**src/rtl/numpad_tx_sched_if.sv**
```systemverilog
// Frame input, UART character handshake and drop strobe between numpad_tx_sched and its neighbours.
// slave: the scheduler view; master: the numpad/UART side that drives the scheduler inputs.
interface numpad_tx_sched_if;
  logic [3:0] i_tx_data1;
  logic [3:0] i_tx_data2;
  logic [3:0] i_tx_data3;
  logic [3:0] i_tx_data4;
  logic       i_tx_valid;
  logic       o_tx_busy;
  logic [7:0] o_uart_data;
  logic       o_uart_valid;
  logic       i_uart_busy;
  logic       o_drop;

  modport slave (
    input  i_tx_data1, i_tx_data2, i_tx_data3, i_tx_data4, i_tx_valid, i_uart_busy,
    output o_tx_busy, o_uart_data, o_uart_valid, o_drop
  );

  modport master (
    output i_tx_data1, i_tx_data2, i_tx_data3, i_tx_data4, i_tx_valid, i_uart_busy,
    input  o_tx_busy, o_uart_data, o_uart_valid, o_drop
  );
endinterface

```
**src/rtl/numpad_tx_sched.sv**
```systemverilog
// Converts 4-nibble numpad frames to ASCII hex and feeds them to the UART TX, one pending frame deep.
// Define NUMPAD_TX_CRLF_EN to append CR LF after the fourth digit.
module numpad_tx_sched #(
  parameter int unsigned ACK_TIMEOUT = 4,
  parameter bit          UPPERCASE   = 1'b1
) (
  input logic             clk,
  input logic             i_rst_n,
  numpad_tx_sched_if.slave bus
);

  localparam int unsigned NIB_W   = 4;
  localparam int unsigned FRAME_W = 4 * NIB_W;
  localparam int unsigned CHAR_W  = 8;
  localparam int unsigned IDX_W   = 3;
  localparam int unsigned ACK_W   = (ACK_TIMEOUT > 1) ? $clog2(ACK_TIMEOUT) : 1;
`ifdef NUMPAD_TX_CRLF_EN
  localparam int unsigned LAST = 5;
`else
  localparam int unsigned LAST = 3;
`endif

  typedef enum logic [2:0] {
    ST_IDLE,
    ST_ISSUE,
    ST_WAIT_ACK,
    ST_WAIT_DONE,
    ST_ADVANCE
  } state_t;

  state_t               state, state_nxt;
  logic [FRAME_W-1:0]   active, active_nxt;
  logic [FRAME_W-1:0]   pending, pending_nxt;
  logic                 pending_full, pending_full_nxt;
  logic [IDX_W-1:0]     char_idx, char_idx_nxt;
  logic [ACK_W-1:0]     ack_cnt, ack_cnt_nxt;
  logic                 uart_valid, uart_valid_nxt;
  logic [CHAR_W-1:0]    uart_data, uart_data_nxt;
  logic                 drop, drop_nxt;
  logic                 accept;
  logic [FRAME_W-1:0]   frame_in;

  // Character at position idx of a frame packed as {d1, d2, d3, d4}.
  function automatic logic [CHAR_W-1:0] to_char(input logic [FRAME_W-1:0] frame,
                                                 input logic [IDX_W-1:0]   idx);
    logic [NIB_W-1:0]  nib;
    logic [CHAR_W-1:0] ch;
    nib = '0;
    case (idx)
      3'd0:    nib = frame[15:12];
      3'd1:    nib = frame[11:8];
      3'd2:    nib = frame[7:4];
      3'd3:    nib = frame[3:0];
      default: nib = '0;
    endcase
    if (nib < NIB_W'(10)) begin
      ch = 8'h30 + CHAR_W'(nib);
    end else begin
      ch = (UPPERCASE ? 8'h37 : 8'h57) + CHAR_W'(nib);
    end
`ifdef NUMPAD_TX_CRLF_EN
    if (idx == 3'd4) ch = 8'h0D;
    if (idx == 3'd5) ch = 8'h0A;
`endif
    return ch;
  endfunction

  assign frame_in = {bus.i_tx_data1, bus.i_tx_data2, bus.i_tx_data3, bus.i_tx_data4};
  // The busy flag seen by numpad is the registered pending flag, so acceptance uses it directly.
  assign accept   = bus.i_tx_valid && !pending_full;

  // Next-state, pending-slot and registered-output computation.
  always_comb begin
    state_nxt        = state;
    active_nxt       = active;
    pending_nxt      = pending;
    pending_full_nxt = pending_full;
    char_idx_nxt     = char_idx;
    ack_cnt_nxt      = ack_cnt;
    drop_nxt         = bus.i_tx_valid && pending_full;

    case (state)
      ST_IDLE: begin
        if (pending_full) begin
          active_nxt       = pending;
          pending_full_nxt = 1'b0;
          char_idx_nxt     = '0;
          state_nxt        = ST_ISSUE;
        end else if (accept) begin
          active_nxt   = frame_in;
          char_idx_nxt = '0;
          state_nxt    = ST_ISSUE;
        end
      end
      ST_ISSUE: begin
        if (!bus.i_uart_busy) begin
          ack_cnt_nxt = '0;
          state_nxt   = ST_WAIT_ACK;
        end
      end
      ST_WAIT_ACK: begin
        if (bus.i_uart_busy) begin
          state_nxt = ST_WAIT_DONE;
        end else if (ack_cnt == ACK_W'(ACK_TIMEOUT - 1)) begin
          state_nxt = ST_ADVANCE;
        end else begin
          ack_cnt_nxt = ack_cnt + ACK_W'(1);
        end
      end
      ST_WAIT_DONE: begin
        if (!bus.i_uart_busy) state_nxt = ST_ADVANCE;
      end
      ST_ADVANCE: begin
        if (char_idx < IDX_W'(LAST)) begin
          char_idx_nxt = char_idx + IDX_W'(1);
          state_nxt    = ST_ISSUE;
        end else if (pending_full) begin
          active_nxt       = pending;
          pending_full_nxt = 1'b0;
          char_idx_nxt     = '0;
          state_nxt        = ST_ISSUE;
        end else begin
          state_nxt = ST_IDLE;
        end
      end
      default: state_nxt = ST_IDLE;
    endcase

    // Any accepted frame outside IDLE parks in the pending slot; promotion requires it full, so no clash.
    if (accept && (state != ST_IDLE)) begin
      pending_nxt      = frame_in;
      pending_full_nxt = 1'b1;
    end

    uart_valid_nxt = (state_nxt == ST_ISSUE);
    uart_data_nxt  = (state_nxt == ST_ISSUE) ? to_char(active_nxt, char_idx_nxt) : uart_data;
  end

  always_ff @(posedge clk or negedge i_rst_n) begin
    if (!i_rst_n) begin
      state        <= ST_IDLE;
      active       <= '0;
      pending      <= '0;
      pending_full <= 1'b0;
      char_idx     <= '0;
      ack_cnt      <= '0;
      uart_valid   <= 1'b0;
      uart_data    <= 8'h00;
      drop         <= 1'b0;
    end else begin
      state        <= state_nxt;
      active       <= active_nxt;
      pending      <= pending_nxt;
      pending_full <= pending_full_nxt;
      char_idx     <= char_idx_nxt;
      ack_cnt      <= ack_cnt_nxt;
      uart_valid   <= uart_valid_nxt;
      uart_data    <= uart_data_nxt;
      drop         <= drop_nxt;
    end
  end

  assign bus.o_tx_busy    = pending_full;
  assign bus.o_uart_valid = uart_valid;
  assign bus.o_uart_data  = uart_data;
  assign bus.o_drop       = drop;

endmodule

```
**src/flat_wrapper.sv**
```systemverilog
// flat-port wrapper written by rule: the top's interface ports become plain ports
module numpad_tx_sched_flat 
#(
  parameter int unsigned ACK_TIMEOUT = 4,
  parameter bit          UPPERCASE   = 1'b1
)
  (clk, i_rst_n, bus_i_tx_data1, bus_i_tx_data2, bus_i_tx_data3, bus_i_tx_data4, bus_i_tx_valid, bus_i_uart_busy, bus_o_tx_busy, bus_o_uart_data, bus_o_uart_valid, bus_o_drop);
  numpad_tx_sched_if bus_i ();
  input logic clk;
  input logic i_rst_n;
  input wire logic [$bits(bus_i.i_tx_data1)-1:0] bus_i_tx_data1;
  input wire logic [$bits(bus_i.i_tx_data2)-1:0] bus_i_tx_data2;
  input wire logic [$bits(bus_i.i_tx_data3)-1:0] bus_i_tx_data3;
  input wire logic [$bits(bus_i.i_tx_data4)-1:0] bus_i_tx_data4;
  input wire logic [$bits(bus_i.i_tx_valid)-1:0] bus_i_tx_valid;
  input wire logic [$bits(bus_i.i_uart_busy)-1:0] bus_i_uart_busy;
  output wire logic [$bits(bus_i.o_tx_busy)-1:0] bus_o_tx_busy;
  output wire logic [$bits(bus_i.o_uart_data)-1:0] bus_o_uart_data;
  output wire logic [$bits(bus_i.o_uart_valid)-1:0] bus_o_uart_valid;
  output wire logic [$bits(bus_i.o_drop)-1:0] bus_o_drop;
  assign bus_i.i_tx_data1 = bus_i_tx_data1;
  assign bus_i.i_tx_data2 = bus_i_tx_data2;
  assign bus_i.i_tx_data3 = bus_i_tx_data3;
  assign bus_i.i_tx_data4 = bus_i_tx_data4;
  assign bus_i.i_tx_valid = bus_i_tx_valid;
  assign bus_i.i_uart_busy = bus_i_uart_busy;
  assign bus_o_tx_busy = bus_i.o_tx_busy;
  assign bus_o_uart_data = bus_i.o_uart_data;
  assign bus_o_uart_valid = bus_i.o_uart_valid;
  assign bus_o_drop = bus_i.o_drop;
  numpad_tx_sched #(.ACK_TIMEOUT(ACK_TIMEOUT), .UPPERCASE(UPPERCASE)) u_core (.clk(clk), .i_rst_n(i_rst_n), .bus(bus_i));
endmodule
```
**config.mk**
```make
export PLATFORM = sky130hd
export DESIGN_NAME = numpad_tx_sched_flat
export DESIGN_NICKNAME = d
export VERILOG_FILES = /design/src/rtl/numpad_tx_sched_if.sv /design/src/rtl/numpad_tx_sched.sv /design/src/flat_wrapper.sv
export SDC_FILE = /design/constraint.sdc
export NUM_CORES = 1
export LEC_CHECK = 0
export ABC_CLOCK_PERIOD_IN_PS = 2600
export BUFFER_PORTS_ARGS = -buffer_cell sky130_fd_sc_hd__buf_2
export CAP_MARGIN = 20
export CORE_UTILIZATION = 52
export DETAILED_ROUTE_END_ITERATION = 10
export PLACE_DENSITY = 0.75
export SETUP_SLACK_MARGIN = 0.4
export SLEW_MARGIN = 0
export SYNTH_ARGS = -nofsm -noshare
export SYNTH_HDL_FRONTEND = slang
export SYNTH_SLANG_ARGS = --single-unit
```
**constraint.sdc**
```tcl
create_clock -name clk -period 2.6 [get_ports clk]
set_input_delay 0.52 -clock clk [delete_from_list [all_inputs] [get_ports clk]]
set_output_delay 0.52 -clock clk [all_outputs]
set_load 0.02 [all_outputs]
```
==> results.tsv <==
stage	metric	value	unit
synth	synth.top_cell.area_share	0.467	
synth	syn_area	2680	sq um
grt	grt-ovfl-total	0	
detailed_routing	drt_first_pass_iters	4	
sta	period_needed	2.52	ns
sta	hold_viol	0	
setup_path	worst-r2r-cell-count	10	
floorplanning	start_util	0.552	
sta	relSlewSlack	0.473	
finish	syn_to_final_growth	29.6	%
sta	fin_skew	0.00651	ns
grt	antenna_found_initial	0	
synth	synth-edff-count	0	
synth	synth_warnings	0	
sta	timing.fmax	0.397	GHz
synth	synth_top_area_cell	dfrtp_1	
grt	met3_usage	0.0439	
sta	worst_pin_slew	0.790	ns
placement	dpl-instance-area	3060	sq um
clock_tree	clk_path_buf_depth	2	
detailed_routing	num_vias	2134	
grt	met2_usage	0.401	
clock_tree	clkTransAtPathRegs	0.10	ns
synth	ys_types	60	
power	vdd_drop_max	0.702	mV
setup_path	cp-end-kind	register	
clock_tree	clock_latency	0.31	ns
outcome	status	completed	
grt	grt_pass1_wl	10000	um
grt	met1_usage	0.319	
setup_path	worstPathRequired	2.81	ns
placement	place_ws	-0.0798	ns
clock_tree	root_buffer	clkbuf_8	
grt	grt_pass1_vias	2143	
synth	synth_flop_cell	dfrtp_1	
clock_tree	cts_tree	yes	
setup_path	crit_fanout	5	
setup_path	crit_type	register to register	
floorplanning	core	4850	sq um
floorplanning	dieArea	5440	sq um
clock_tree	cts_buffers	5	
detailed_routing	drc	0	
synth	yosysSeqAreaShare	0.467	
grt	grtUsageTotal	0.244	
clock_tree	cts.sinks	50	
grt	busiest_layer	met2	
synth	syn_area_per_cell	11.6	sq um
grt	grt_max_degree	37	
synth	syn_inst	230	
floorplanning	fp.dieH	73.8	um
detailed_routing	drtIter0Drc	113	
power	p_leak	1.64	nW
setup_path	worstSetupStartpointType	register	
synth	synth_area_leaders	dfrtp_1 (47%), mux2_2 (8.4%), a221o_1 (4.1%)	
sta	setup_violations	0	
placement	port_buffers	29	
setup_path	rr_endpoint	u_core.bus.o_uart_data[1]	
setup_path	r2r_start	u_core.state[2]	
clock_tree	htree_num_levels	2	
finish	nNetsFinal	326	
placement	gp_routability_congestion	0.945	
floorplanning	std_cell_rows	25	
worst_hold_path	worstHoldPathType	primary input to async pin	
setup_path	reg2reg_slack	0.08	ns
floorplanning	boundaryPins	31	
setup_path	startpoint	u_core.state[2]	
synth	synth-seq-cells	50	
detailed_routing	via_per_inst	5.75	
synth	async_flop_share	1.00	
finish	layout-drive-gt1-share	0.477	
sta	period_share	0.969	
power	power_density	1450	nW/um^2
sta	grt_setup_unrepaired	true	
placement	hpwl	3960	um
sta	setup_ws	0.0808	ns
finish	final_area	3470	sq um
finish	antenna_cells	0	
synth	syn_nets	253	
detailed_routing	wl	6010	um
sta	slew_viol_final	0	
floorplanning	dieWidth	73.8	um
setup_path	cp.arrival	2.73	ns
job	cap_violations	0	
detailed_routing	antenna_left	0	
detailed_routing	wl_per_cell	16.2	um
## metrics by stage
stage          power, W  cells  setup TNS, ns  hold slack (ns)   util
3_5_place_dp    0.00385    338         -0.134            0.465  0.631
2_1_floorplan   0.00310    230              0            0.224      -
3_3_place_gp    0.00379    338        -0.0536            0.461  0.631
6_report        0.00502    371              0            0.286  0.716
4_1_cts         0.00481    365              0            0.316  0.701
5_1_grt         0.00534    371        -0.0270            0.357  0.716
## layer usage
layer / share of wire / wire length, um / vias to the layer above
met5: 0 / 0 / -
met2: 0.48 / 2870 / 65
li1: - / - / 1016
met3: 0.044 / 267 / 17
met1: 0.45 / 2680 / 1036
met4: 0.032 / 191 / 0
## worst max-delay path by stage
stage                                      endpoint  slack (ns)  depth (start not counted)
final                     u_core.bus.o_uart_data[1]        0.08                         10
after floorplan           u_core.bus.o_uart_data[1]        0.09                         10
after CTS                 u_core.bus.o_uart_data[1]        0.12                         10
after global placement    u_core.bus.o_uart_data[0]       -0.03                          9
after global routing      u_core.bus.o_uart_data[2]       -0.03                         10
after detailed placement  u_core.bus.o_uart_data[2]       -0.08                         10
## cells by family after synthesis
kind of cell | after synthesis | synth area share
AO/OA/AOI/OAI | 63 | 0.206
multiplexers | 33 | 0.136
buffers and inverters | 29 | 0.0537
adder cells (fa/ha/maj) | 3 | 0.0140
other | 1 | 0.00140
flip-flops | 50 | 0.467
AND/OR/NAND/NOR | 51 | 0.121
## registers in the layout (all words and copies together) (netlist names)
register,count
u_core.state,3
u_core.bus.o_tx_busy,1
u_core.ack_cnt,2
u_core.char_idx,3
u_core.pending,16
u_core.bus.o_uart_data,7
u_core.active,16
u_core.bus.o_drop,1
u_core.bus.o_uart_valid,1
## area by class of cell
| class | count | area [sq um] |
|---|---|---|
| Timing Repair Buffer | 82 | 588 |
| Inverter | 13 | 48.8 |
| Multi-Input combinational cell | 151 | 1380 |
| Clock inverter | 3 | 48.8 |
| Sequential cell | 50 | 1250 |
| Fill cell | 324 | 1380 |
| Clock buffer | 5 | 68.8 |
| Tap cell | 67 | 83.8 |
## report_power, final
part | total [W] | internal [W] | switching [W] | leakage (nW)
clock | 0.000578 | 0.000293 | 0.000284 | 0.0563
sequential | 0.00134 | 0.00114 | 0.000202 | 0.606
combinational | 0.00310 | 0.00159 | 0.00150 | 0.976
## layout by cell type, fill, tap and decap left out, types with 3 or more instances in the layout
cell / synthesis / final
buf_4: 5 / 48
dfrtp_1: 50 / 47
buf_2: 7 / 29
mux2_2: 20 / 18
and3_1: 11 / 11
a221o_1: 11 / 11
mux2i_1: 11 / 10
nand2_1: 9 / 9
inv_1: 12 / 9
nor2_1: 9 / 8
o21ai_0: 10 / 8
clkbuf_8: 0 / 5
a21oi_1: 5 / 4
mux2_4: 2 / 4
and2_1: 3 / 3
a221oi_1: 4 / 3
inv_2: 0 / 3
buf_12: 0 / 3
dfrtp_2: 0 / 3
## Yosys cell counts (2+ instances only)
master and instances:
a2111oi_0 2, a211o_1 2, a21o_1 2, a21oi_1 5, a221o_1 11, a221oi_1 4, a22oi_1 2, a32oi_1 2
and2_1 3, and3_1 11, buf_2 7, buf_4 5, clkbuf_1 3, dfrtp_1 50, ha_1 3, inv_1 12
mux2_2 20, mux2_4 2, mux2i_1 11, nand2_1 9, nand2b_1 2, nor2_1 9, nor3b_1 2, nor4_1 2
nor4b_1 2, o21ai_0 10, o221ai_2 2, o22ai_4 2, o31a_1 2
## critical path: stages (launching register included)
cell	delay, ns
dfrtp_1	0.43
and2b_4	0.21
a211o_1	0.33
a31oi_4	0.26
buf_12	0.15
mux2_4	0.31
o22ai_4	0.13
inv_2	0.07
ha_4	0.27
a21oi_2	0.05
a22o_1	0.20
## repair_timing
item,in CTS,in global routing
hold endpoints to repair,0,0
pin swaps,13,4
gates resized for setup,21,9
endpoints found under the setup margin,7,7
setup buffers,19,6
hold buffers,0,0
Power figures use the tool's default switching activity.
